[src/rtl/phy_tx_paralelo_serie.sv]
// PHY transmit stage: one-byte buffered parallel-to-serial, MSB first.
// Ports: clk_8f, reset (async low), valid_in/data_in/data_ready, serial_out, char_start, sync_done.
module phy_tx_paralelo_serie #(
  parameter int unsigned SYNC_COUNT = 4,
  parameter logic [7:0]  IDLE_CHAR  = 8'hBC
) (
  input  logic       clk_8f,
  input  logic       reset,
  input  logic       valid_in,
  input  logic [7:0] data_in,
  output logic       data_ready,
  output logic       serial_out,
  output logic       char_start,
  output logic       sync_done
);

  localparam int CW = $clog2(SYNC_COUNT + 1);

  typedef enum logic {
    SYNC,
    RUN
  } state_t;

  state_t          state_q, state_d;
  logic [2:0]      phase;
  logic [7:0]      shreg;
  logic [7:0]      buf_q;
  logic            buf_full;
  logic [CW-1:0]   cnt_q, cnt_d;
  logic            load;
  logic            accept;
  logic            drain;
  logic            set_done;
  logic [7:0]      char_d;

  assign load       = (phase == 3'd7);
  assign data_ready = !buf_full;
  assign accept     = valid_in && !buf_full;
  // shreg[7] is the bit on the wire, so the output is a flop
  assign serial_out = shreg[7];

  always_comb begin
    state_d  = state_q;
    cnt_d    = cnt_q;
    char_d   = IDLE_CHAR;
    drain    = 1'b0;
    set_done = 1'b0;
    if (load) begin
      unique case (state_q)
        SYNC: begin
          // the edge after the last comma already behaves as RUN
          if (cnt_q == CW'(SYNC_COUNT)) begin
            state_d  = RUN;
            set_done = 1'b1;
            drain    = buf_full;
          end else begin
            cnt_d = cnt_q + 1'b1;
          end
        end
        RUN: drain = buf_full;
      endcase
      if (drain) char_d = buf_q;
    end
  end

  always_ff @(posedge clk_8f or negedge reset) begin
    if (!reset) begin
      state_q    <= SYNC;
      cnt_q      <= '0;
      phase      <= 3'd7;
      shreg      <= '0;
      char_start <= 1'b0;
      sync_done  <= 1'b0;
      buf_q      <= '0;
      buf_full   <= 1'b0;
    end else begin
      state_q    <= state_d;
      cnt_q      <= cnt_d;
      phase      <= phase + 3'd1;
      char_start <= load;
      if (load) shreg <= char_d;
      else      shreg <= {shreg[6:0], 1'b0};
      if (set_done) sync_done <= 1'b1;
      // accept needs an empty buffer, drain a full one
      if (accept) begin
        buf_q    <= data_in;
        buf_full <= 1'b1;
      end else if (drain) begin
        buf_full <= 1'b0;
      end
    end
  end

endmodule

[config.mk]
export PLATFORM = sky130hd
export DESIGN_NAME = phy_tx_paralelo_serie
export DESIGN_NICKNAME = d
export VERILOG_FILES = /design/src/rtl/phy_tx_paralelo_serie.sv
export SDC_FILE = /design/constraint.sdc
export NUM_CORES = 1
export LEC_CHECK = 0
export CAP_MARGIN = 20
export CORE_MARGIN = 4
export CORE_UTILIZATION = 50
export DETAILED_ROUTE_END_ITERATION = 10
export PLACE_DENSITY = 0.76
export SLEW_MARGIN = 5
export SYNTH_ARGS = -nofsm -noshare
export SYNTH_HDL_FRONTEND = slang
export SYNTH_SLANG_ARGS = --single-unit
[constraint.sdc]
create_clock -name clk_8f -period 2.04 [get_ports clk_8f]
set_clock_uncertainty 0.15 [all_clocks]
set_input_delay 0.204 -clock clk_8f [delete_from_list [all_inputs] [get_ports clk_8f]]
set_output_delay 0.204 -clock clk_8f [all_outputs]
set_load 0.05 [all_outputs]
==> flow_summary_export.csv <==
group,metric,value,unit
power_and_ir_drop,ir_drop,0.609,mV
synthesis,syn-num-nets,86,
global_routing,antenna_found_initial,0,
floorplanning,die_h,53.0,microns
timing,post-route-period-util,90.0,%
worst_setup_path,arrival,1950,ps
detailed_routing,wl_per_cell,13.1,microns
final_layout,stdcell_count,117,
detailed_routing,viasPerCell,5.11,
synthesis,postSynthAreaPerCell,14.3,sq um
place,hpwl,1120,microns
worst_setup_path,path_common_cell,"ha_1",
synthesis,synth_seq_area_share,64.6,%
place,port_buffers,14,
synthesis,ys_seq_elements,26,
detailed_routing,wirelength,1530,microns
clock_tree,clockBufferDepth,2,
floorplanning,rows,16,
synthesis,yosysWarnings,0,
timing,timing_hold_violations_final,0,
timing,setup_viol,0,
hold_path,hp-class,"in -> async",
final_layout,multi_input_area,320,sq um
floorplanning,ios,15,
final_layout,synthToLayoutAreaGrowth,22.9,%
detailed_routing,drtIter0Drc,5,
power_and_ir_drop,leakagePower,0.550,nW
detailed_routing,drt_first_pass_iters,4,
global_routing,track_usage,14.3,%
synthesis,synthCells,71,
final_layout,fillers,162,
final_layout,fin_nets,106,
detailed_routing,vias,598,
worst_setup_path,cp_slowest_cell,"dfstp_2",
place,dp_cells,113,
synthesis,synth_cell_types,22,
detailed_routing,route.detailed.drc,0,
clock_tree,cts_root_buf,"clkbuf_4",
synthesis,netlist_top_cells_area,"dfrtp_1 (57%), mux2_2 (10%), dfstp_2 (7.8%)",
clock_tree,cts_tree,"done",
clock_tree,cts_num_sinks,26,
timing,holdWs,74.7,ps
final_layout,diodes,0,
timing,drv_slew,0,
global_routing,grt_max_degree,27,
global_routing,grt_pass1_wl,2740,microns
timing,maxSlewHeadroom,67.0,%
run_status,status,"complete, no violations",
global_routing,grt_pass1_vias,604,
timing,min_period,1840,ps
worst_setup_path,r2r_cells,5,
clock_tree,clock_latency,320,ps
floorplanning,dieWidth,53.0,microns
floorplanning,initial_core_util,52.1,%
clock_tree,path_clk_slew,140,ps
final_layout,final_cell_mix,"dfrtp_1 (23), clkdlybuf4s50_1 (13), mux2_2 (9)",
detailed_routing,detail-route-antenna-nets,0,
floorplanning,die-area,2810,sq um
final_layout,fin_area,1240,sq um
worst_setup_path,slowest_delay,560,ps
timing,worstMarginPinSlew,493,ps
run,max-cap-violations,0,
synthesis,synth_top_area_share,56.9,%
synthesis,netlist_area,1010,sq um
global_routing,globalRouteOverflowTotal,0,
timing,max_freq,0.544,GHz
synthesis,yosysTopAreaCell,"dfrtp_1",
clock_tree,htreeDepth,1,
final_layout,ff_latch_area,654,sq um
place,place_area,1190,sq um
timing,rsz0062_at_grt,"no",
final_layout,layout_commonest_cell,"dfrtp_1",
worst_setup_path,path_cells,"ha_1 > ha_1 > inv_4 > nor3_1 > a22o_2",
worst_setup_path,crit_required,2150,ps
place,place_congestion,0.721,
floorplanning,core_area,1940,sq um
worst_setup_path,path_max_fanout,5,
timing,tns,0,ps
worst_setup_path,startpoint_type,"flip-flop",
clock_tree,cts-buffers-inserted,3,
final_layout,drive_above_1_share,27.8,%
power_and_ir_drop,power_density,821,nW/um^2
worst_setup_path,crit_type,"reg -> reg",
clock_tree,hold_buffers,0,
worst_setup_path,cp-end-kind,"flip-flop",
flip-flops by register name (all words and copies together) (netlist names):
register,cells
buf_full,1
buf_q,8
char_start,1
cnt_q,3
phase,3
shreg,8
state_q,1
sync_done,1
layer usage:
layer / part of all wire (%) / track usage [%] / up-vias
li1: - / - / 280
met1: 41 / 16.9 / 304
met2: 50 / 22.5 / 12
met3: 6.6 / 5.35 / 2
met4: 1.6 / 7.66 / 0
met5: 0 / 0 / -
synth_stat cells (all sizes together):
library cell	instances
dfrtp	23
mux2	9
inv	5
ha	4
o22a	4
a21oi	3
dfstp	3
nor2	3
a22o	2
buf	2
nand2	2
nor2b	2
nor3	2
a31o	1
a31oi	1
and2	1
and2b	1
o21bai	1
or3	1
xnor2	1
cell type report:
type	instances	share of cell area [%]
Inverter	5	1.71
Clock buffer	3	1.81
Timing Repair Buffer	17	13.0
Sequential cell	26	52.6
Multi-Input combinational cell	38	25.8
Clock inverter	1	2.41
Tap cell	27	2.72
cell families (layout without fill, tap and decap cells):
logic type,Yosys count,after routing,synth area share [%]
AND/OR/NAND/NOR,12,12,6.68
multiplexers,9,9,10.0
flip-flops,26,26,64.6
AO/OA/AOI/OAI,12,12,9.15
adder cells (fa/ha/maj),4,4,4.94
XOR/XNOR,1,1,0.865
buffers and inverters,7,26,3.71
critical path, delay by kind of cell (launching register included):
| kind | cells | cell delay (ps) |
|---|---|---|
| and+or+nand+nor | 1 | 410 |
| DFF | 1 | 560 |
| buffers and inverters | 1 | 60 |
| adders and majority gates | 2 | 380 |
| AOI/OAI and AO/OA | 1 | 220 |
metrics by stage:
step                      setup slack, ps  util (%)  power, mW
after floorplan                       264         -      0.638
after global routing                 64.3      64.0       1.07
final                                 203      64.0       1.02
after CTS                             178      64.0       1.04
after global placement                271      61.4      0.685
after detailed placement              229      61.4      0.688
repair_timing:
item,4_1_cts,5_1_grt
buffers inserted,0,0
endpoints found under the setup margin,1,0
resized for setup,1,0
power by group:
group	total, mW	switching, mW	internal, mW
registers	0.575	0.0178	0.557
clock network	0.346	0.147	0.199
logic	0.101	0.0427	0.0579
total	1.02	0.207	0.814
final timing paths:
check,startpoint,end,slack [ps]
max in group asynchronous,reset,phase[1],1380
max reg2reg,phase[0],shreg[6],200
min reg2reg,phase[0],phase[0],310
min in group clk_8f,valid_in,buf_full,300
min,reset,state_q,70
max,phase[0],shreg[6],200
No activity file was read; power rests on OpenSTA's default activity.
